===== config.mk =====
export PLATFORM = sky130hd
export DESIGN_NAME = fetch_controller
export DESIGN_NICKNAME = d
export VERILOG_FILES = /design/src/rtl/pipeline_pkg.sv /design/src/rtl/sat_counter.sv /design/src/rtl/fetch_controller.sv
export SDC_FILE = /design/constraint.sdc
export NUM_CORES = 1
export LEC_CHECK = 0
export ABC_AREA = 1
export CAP_MARGIN = 10
export CORE_MARGIN = 2
export CORE_UTILIZATION = 55
export CTS_CLUSTER_SIZE = 10
export DETAILED_ROUTE_END_ITERATION = 8
export GPL_TIMING_DRIVEN = 0
export PLACE_DENSITY = 0.88
export SETUP_SLACK_MARGIN = 0.5
export SLEW_MARGIN = 20
export SYNTH_ARGS = -nofsm -noshare
export SYNTH_HDL_FRONTEND = slang
export SYNTH_SLANG_ARGS = --single-unit
export TNS_END_PERCENT = 5

===== constraint.sdc =====
create_clock -name clk -period 2.8 [get_ports clk]
set_clock_uncertainty 0.05 [all_clocks]
set_input_delay 0.56 -clock clk [delete_from_list [all_inputs] [get_ports clk]]
set_output_delay 0.56 -clock clk [all_outputs]
set_load 0.01 [all_outputs]

===== src/rtl/pipeline_pkg.sv =====
// Shared pipeline definitions: fetch controller state encoding and control bundle.
// Encoding is also decoded by the hazard unit and debug tooling, so it must stay fixed.
package pipeline_pkg;

    localparam logic [1:0] FC_IDLE = 2'b00;
    localparam logic [1:0] FC_REQ  = 2'b01;
    localparam logic [1:0] FC_DROP = 2'b10;

    typedef struct packed {
        logic imem_req;
        logic pc_write;
        logic if_id_write;
        logic flush_d;
        logic flush_e;
        logic stall_inc;
        logic redirect_inc;
    } fc_ctrl_t;

    localparam fc_ctrl_t FC_CTRL_OFF = '0;

endpackage


===== src/rtl/sat_counter.sv =====
// Saturating up-counter: holds at all-ones instead of wrapping.
// Latency: q reflects an increment one cycle after inc; no backpressure.
module sat_counter #(
    parameter int W = 32
) (
    input  logic         clk,
    input  logic         rst,
    input  logic         inc,
    output logic [W-1:0] q
);

    localparam logic [W-1:0] CNT_ONE = {{(W-1){1'b0}}, 1'b1};
    localparam logic [W-1:0] CNT_MAX = {W{1'b1}};

    logic [W-1:0] cnt_q;
    logic [W-1:0] cnt_d;

    always_comb begin
        cnt_d = cnt_q;
        if (inc && (cnt_q != CNT_MAX)) begin
            cnt_d = cnt_q + CNT_ONE;
        end
    end

    always_ff @(posedge clk) begin
        if (rst) begin
            cnt_q <= '0;
        end else begin
            cnt_q <= cnt_d;
        end
    end

    assign q = cnt_q;

endmodule


===== src/rtl/fetch_controller.sv =====
// Fetch sequencing against a variable-latency imem: merges response timing, load-use and redirects.
// Latency: controls are combinational from state and inputs; backpressure: holds PC/IF_ID until imem_rvalid.
module fetch_controller
    import pipeline_pkg::*;
#(
    parameter int CNT_W = 32
) (
    input  logic             clk,
    input  logic             rst,
    input  logic             imem_rvalid,
    input  logic             load_use_hazard,
    input  logic             PCSrcE,
    output logic             imem_req,
    output logic             PCWrite,
    output logic             IF_ID_Write,
    output logic             FlushD,
    output logic             FlushE,
    output logic [CNT_W-1:0] fetch_stall_cnt,
    output logic [CNT_W-1:0] redirect_cnt,
    output logic [1:0]       fsm_state
);

    logic [1:0]       state_q;
    logic [1:0]       state_d;
    fc_ctrl_t         ctrl;
    logic [CNT_W-1:0] stall_cnt_q;
    logic [CNT_W-1:0] redirect_cnt_q;

    always_ff @(posedge clk) begin
        if (rst) begin
            state_q <= FC_IDLE;
        end else begin
            state_q <= state_d;
        end
    end

    // A redirect that beats the response leaves a stale request in flight.
    always_comb begin
        state_d = state_q;
        case (state_q)
            FC_IDLE: state_d = FC_REQ;
            FC_REQ:  state_d = (PCSrcE && !imem_rvalid) ? FC_DROP : FC_REQ;
            FC_DROP: state_d = imem_rvalid ? FC_REQ : FC_DROP;
            default: state_d = FC_IDLE;
        endcase
    end

    always_comb begin
        ctrl = FC_CTRL_OFF;
        if (!rst) begin
            case (state_q)
                FC_IDLE: begin
                    ctrl.if_id_write = 1'b1;
                    ctrl.flush_d     = 1'b1;
                end
                FC_REQ: begin
                    ctrl.imem_req = 1'b1;
                    if (PCSrcE) begin
                        ctrl.pc_write     = 1'b1;
                        ctrl.if_id_write  = 1'b1;
                        ctrl.flush_d      = 1'b1;
                        ctrl.flush_e      = 1'b1;
                        ctrl.redirect_inc = 1'b1;
                    end else if (load_use_hazard) begin
                        ctrl.flush_e = 1'b1;
                    end else if (imem_rvalid) begin
                        ctrl.pc_write    = 1'b1;
                        ctrl.if_id_write = 1'b1;
                    end else begin
                        ctrl.if_id_write = 1'b1;
                        ctrl.flush_d     = 1'b1;
                        ctrl.stall_inc   = 1'b1;
                    end
                end
                FC_DROP: begin
                    ctrl.pc_write     = PCSrcE;
                    ctrl.if_id_write  = !load_use_hazard;
                    ctrl.flush_d      = 1'b1;
                    ctrl.flush_e      = load_use_hazard | PCSrcE;
                    ctrl.stall_inc    = 1'b1;
                    ctrl.redirect_inc = PCSrcE;
                end
                default: ctrl = FC_CTRL_OFF;
            endcase
        end
    end

    sat_counter #(.W(CNT_W)) u_stall_cnt (
        .clk (clk),
        .rst (rst),
        .inc (ctrl.stall_inc),
        .q   (stall_cnt_q)
    );

    sat_counter #(.W(CNT_W)) u_redirect_cnt (
        .clk (clk),
        .rst (rst),
        .inc (ctrl.redirect_inc),
        .q   (redirect_cnt_q)
    );

    assign imem_req        = ctrl.imem_req;
    assign PCWrite         = ctrl.pc_write;
    assign IF_ID_Write     = ctrl.if_id_write;
    assign FlushD          = ctrl.flush_d;
    assign FlushE          = ctrl.flush_e;
    assign fetch_stall_cnt = rst ? '0 : stall_cnt_q;
    assign redirect_cnt    = rst ? '0 : redirect_cnt_q;
    assign fsm_state       = rst ? FC_IDLE : state_q;

endmodule


==> impl_metrics.ini, run 1 <==
[floorplan]
fp.coreArea_um2 = 8180
dieArea_um2 = 9150
die_y_um = 95.7
ioPinCount = 76
num_rows = 33
die-width_um = 95.7
start_util = 0.565

[finish]
drive_above_1_share = 0.0793
n_antenna_cell = 0
final.fill_count = 752
final_cell_mix = nor2_1, nand2_1, inv_1
fin_area_um2 = 5750
area_growth_pct = 24.4
nets = 903
mostFrequentLayoutCell = nor2_1

[critical_path]
crit_slowest_cell = clkdlybuf4s50_1
critPathKind = input port to output port
setup.worst_path.end_class = output port
critPathArrivalTime_ns = 1.92
cpPeakStageDelay_ns = 0.54
cp_max_fo = 10
worstPathCellList = dlygate4sd2_1, clkbuf_4, buf_4, nor2_1, clkdlybuf4s50_1
worstPathRequired_ns = 2.19
crit_path_start_kind = input port

[cts]
clk_pin_slew_ns = 0.08
cts_buffers = 9
clock_path_buffers = 2
root_buffer = clkbuf_8
htreeDepth = 3
clkLatencyLatePin_ns = 0.35
cts_tree = built
clkSinkCount = 66

[routing]
drt_iter0_markers = 286
drt-pass1-iter-count = 4
ant_nets = 0
routed-via-count = 5275
wl_um = 14100
routed_via_density = 5.28
wl_per_cell_um = 14.1
drc = 0

[logic_synthesis]
seq_area_frac_synth = 0.286
synth.avg_cell_area_um2 = 5.77
syn_inst = 801
yosysUniqueCellTypes = 33
yosys-top-cells-area = dfxtp_1, nor2_1, nand2_1
synth_ff_type = dfxtp_1
netlist.top_cell.by_area = dfxtp_1
synth-edff-count = 0
synth.top_cell.area_share = 0.286
syn_nets = 814
ys_async_sr_fraction = 0
synth-seq-cells = 66
syn_area_um2 = 4620
ys_warn_count = 0

[pwr]
fin_total_pwr_mw = 1.99
peakVddDrop_mv = 0.257
p_leak_nw = 2.50
p_switching_mw = 0.500
p_comb_frac = 0.069
p_sw_frac = 0.251
p_int_mw = 1.49
power.density_nw_per_um2 = 346
power.share.sequential = 0.476
pwr-share-clk = 0.455

[sta]
max_freq_mhz = 396
slew_headroom = 0.663
drv_slew = 0
hold_viol_final = 0
worst_slew_pin_slew_ns = 0.505
whs_ns = 0.453
layout_min_cycle_time_ns = 2.53
rsz0062_at_grt = true
setup_viol = 0
finalCritPeriodShare = 0.902
finalSetupTns_ns = 0
setup_slack_ns = 0.273

[place]
port-buffer-count = 75
place_ws_ns = -0.544
place_congestion = 0.983
place_area_um2 = 5500
dp_hpwl_um = 10700

[global_route]
antenna_found_initial = 0
gr-total-overflow = 0
grt_max_degree = 13
grt_use_total = 0.325
grt_pass1_wl_um = 23000
first_global_vias = 4808

[hold_path]
hold_path.class = register to register

[run_status]
outcome = finished, final reports clean

[flow_run]
max_cap_violations = 0
==> synth_stat cells, types with 3 or more instances <==
cell type,number
ha_1,8
a211oi_1,3
buf_2,4
clkbuf_1,9
nand2_1,195
buf_6,3
o21ai_0,10
inv_1,115
dfxtp_1,66
nor2_2,7
inv_2,3
nand4_1,12
nand3_1,66
nand3_2,4
nor2_1,201
nor3_1,7
xor2_1,15
buf_4,4
nand2_2,3
a21oi_2,3
a21oi_1,48
==> cell families after synthesis <==
group | count (synthesis) | share of synthesized area
xor+xnor | 15 | 0.0284
flops | 66 | 0.286
fa+ha+maj | 8 | 0.0217
buf+inv | 142 | 0.129
simple gates | 503 | 0.457
compound gates | 67 | 0.0777
==> stage by stage <==
step                      instances  utilization
after floorplan                 801            -
after global placement          981        0.673
after detailed placement        981        0.673
after CTS                       998        0.701
after global routing           1000        0.704
final                          1000        0.704
==> layout make-up <==
| class | instances | area (um^2) | share of cell area |
|---|---|---|---|
| inverter | 118 | 443 | 0.0770 |
| sequential | 66 | 1320 | 0.230 |
| clock inverter | 7 | 93.8 | 0.0163 |
| buffer | 24 | 185 | 0.0322 |
| multi-input combinational | 593 | 2710 | 0.471 |
| clock buffer | 9 | 124 | 0.0215 |
| tap | 105 | 131 | 0.0228 |
| timing repair buffer | 78 | 742 | 0.129 |
==> registers in the layout, indices dropped and copies added (netlist names) <==
name	count
u_redirect_cnt.q	32
u_stall_cnt.q	32
state_q	2
==> power by group through the flow <==
stage | Clock, mW | Combinational, mW | Sequential, mW
after floorplan | 0 | 0.0814 | 0.968
after global placement | 0 | 0.127 | 0.969
after detailed placement | 0 | 0.131 | 0.970
after CTS | 0.912 | 0.133 | 0.948
after global routing | 0.962 | 0.151 | 0.949
final | 0.907 | 0.137 | 0.948
==> path summary, 6_finish.rpt <==
check | start | to | slack, ns | depth (start not counted)
setup / recovery | rst | fetch_stall_cnt[20] | 0.27 | 5
hold / removal | u_stall_cnt.q[8]$_SDFFE_PP0P_ | u_stall_cnt.q[8]$_SDFFE_PP0P_ | 0.45 | 2
setup reg to reg | state_q[1]$_SDFF_PP0_ | u_stall_cnt.q[30]$_SDFFE_PP0P_ | 0.59 | 12
hold reg to reg | u_stall_cnt.q[8]$_SDFFE_PP0P_ | u_stall_cnt.q[8]$_SDFFE_PP0P_ | 0.45 | 2
==> worst max-delay path, delay by kind of cell <==
family	cells	cell delay, ns
buffers and inverters	4	1.22
AND/OR/NAND/NOR	1	0.12
==> per-layer routing <==
| metal | wire, um | up-vias | global-route usage | part of all wire |
|---|---|---|---|---|
| li1 | - | 2647 | - | - |
| met1 | 5810 | 2403 | 0.388 | 0.41 |
| met2 | 7040 | 190 | 0.579 | 0.50 |
| met3 | 766 | 35 | 0.0458 | 0.054 |
| met4 | 461 | 0 | 0.139 | 0.033 |
| met5 | 0 | - | 0 | 0 |
==> timing repair <==
item | 4_1_cts | 5_1_grt
endpoints found under the setup margin | 71 | 64
resized for setup | 48 | 2
buffers inserted | 0 | 2
hold buffers | 0 | 0
gates cloned | 1 | 0
No activity file was read; power rests on OpenSTA's default activity.
==> run 2: changes to the inputs <==
--- a/config.mk
+++ b/config.mk
@@ -13,6 +13,7 @@
 export DETAILED_ROUTE_END_ITERATION = 8
 export GPL_TIMING_DRIVEN = 0
 export PLACE_DENSITY = 0.88
+export RECOVER_POWER = 25
 export SETUP_SLACK_MARGIN = 0.5
 export SLEW_MARGIN = 20
 export SYNTH_ARGS = -nofsm -noshare
==> impl_metrics.ini, run 2 (same netlist as run 1, synthesis figures left out) <==
[finish]
n_antenna_cell = 0
fin_area_um2 = 5700
final_core_util = 0.697
area_growth_pct = 23.3
drive_above_1_share = 0.0682
nets = 903
final_cell_mix = nor2_1, nand2_1, inv_1
mostFrequentLayoutCell = nor2_1

[critical_path]
r2r-start = u_stall_cnt.q[1]$_SDFFE_PP0P_
rr_worst_depth = 10
cpPeakStageDelay_ns = 0.47
setup.worst_path.end_class = output port
r2r_slack_ns = 0.39
cp-startpoint = rst
worstPathRequired_ns = 2.19
critPathArrivalTime_ns = 2.04
r2r_end = u_stall_cnt.q[5]$_SDFFE_PP0P_
crit_slowest_cell = clkdlybuf4s50_1
cp_max_fo = 10
critPathKind = input port to output port
crit_path_start_kind = input port
worstPathCellList = dlygate4sd2_1, clkbuf_1, buf_4, nor2_1, clkdlybuf4s50_1

[cts]
clkSinkCount = 66
cts_buffers = 9
cts_tree = built
clkLatencyLatePin_ns = 0.35
clock_path_buffers = 2
clk_pin_slew_ns = 0.08
htreeDepth = 3
holdBufCountCts = 0
root_buffer = clkbuf_8

[sta]
slew_headroom = 0.649
rsz0062_at_grt = true
max_freq_mhz = 377
hold_viol_final = 0
setup_viol = 0
worst_slew_pin_slew_ns = 0.526
layout_min_cycle_time_ns = 2.65
setup_slack_ns = 0.148
finalCritPeriodShare = 0.947
finalSetupTns_ns = 0
drv_slew = 0

[global_route]
busiest_layer = met2
grt_max_degree = 13
met1_usage = 0.388
met2_usage = 0.579
antenna_found_initial = 0
first_global_vias = 4808
grt_use_met3 = 0.0458
grt_use_total = 0.325
grt_pass1_wl_um = 23000
gr-total-overflow = 0

[routing]
drc = 0
routed-via-count = 5270
drt-pass1-iter-count = 6
wl_per_cell_um = 14.0
drt_iter0_markers = 320
ant_nets = 0
routed_via_density = 5.27
wl_um = 14000

[place]
dp_hpwl_um = 10700
place_congestion = 0.983
place_ws_ns = -0.544
place_area_um2 = 5500
port-buffer-count = 75

[floorplan]
ioPinCount = 76
start_util = 0.565
die_y_um = 95.7
die-width_um = 95.7
dieArea_um2 = 9150
fp.coreArea_um2 = 8180
num_rows = 33

[pwr]
p_comb_frac = 0.068
fin_total_pwr_mw = 1.99
power.density_nw_per_um2 = 349
p_sw_frac = 0.249
p_leak_nw = 2.49
power.share.sequential = 0.477
pwr-share-clk = 0.454
p_switching_mw = 0.495
peakVddDrop_mv = 0.256
p_int_mw = 1.49

[hold_path]
min_to = u_stall_cnt.q[3]$_SDFFE_PP0P_
hp-start = u_stall_cnt.q[3]$_SDFFE_PP0P_
hold_depth = 2
hold_path.class = register to register

[run_status]
outcome = finished, final reports clean

[flow_run]
max_cap_violations = 0
-- run 2: worst max-delay path by stage --
stage	end
final	fetch_stall_cnt[20]
after global placement	redirect_cnt[0]
after floorplan	FlushD
after CTS	fetch_stall_cnt[20]
after global routing	fetch_stall_cnt[24]
after detailed placement	redirect_cnt[0]
-- run 2: final cells by class --
class                      count  area (um^2)
clock inverter                 7         93.8
tap                          105          131
sequential                    66         1320
inverter                     118          443
buffer                        24          173
timing repair buffer          78          738
clock buffer                   9          124
multi-input combinational    593         2670
fill                         765         2480
-- run 2: power by group through the flow --
stage               registers (mW)  clock network [mW]  logic (mW)
detailed placement           0.970                   0       0.131
global placement             0.969                   0       0.127
floorplan                    0.968                   0      0.0814
global route                 0.949               0.962       0.150
finish                       0.948               0.902       0.136
CTS                          0.948               0.912       0.133
-- run 2: timing repair --
action / in CTS / in global routing
gates resized for setup: 48 / 2
buffers inserted: 0 / 2
gates cloned: 1 / 0
pin swaps: 0 / 0
setup endpoints to repair: 71 / 64
-- run 2: critical path: cells and delay by family --
kind / cells / cell delay, ns
buffers and inverters: 4 / 1.41
AND/OR/NAND/NOR: 1 / 0.07
-- run 2: layer usage --
layer  vias to the layer above  routed length, um
met5                         -                  0
met4                         0                479
met3                        36                764
met2                       197               7020
met1                      2389               5730
li1                       2648                  -
-- run 2: metrics by stage --
| stage | std cells | hold slack, ns |
|---|---|---|
| floorplan | 801 | 0.415 |
| global placement | 981 | 0.428 |
| detailed placement | 981 | 0.441 |
| CTS | 998 | 0.455 |
| global route | 1000 | 0.473 |
| finish | 1000 | 0.457 |
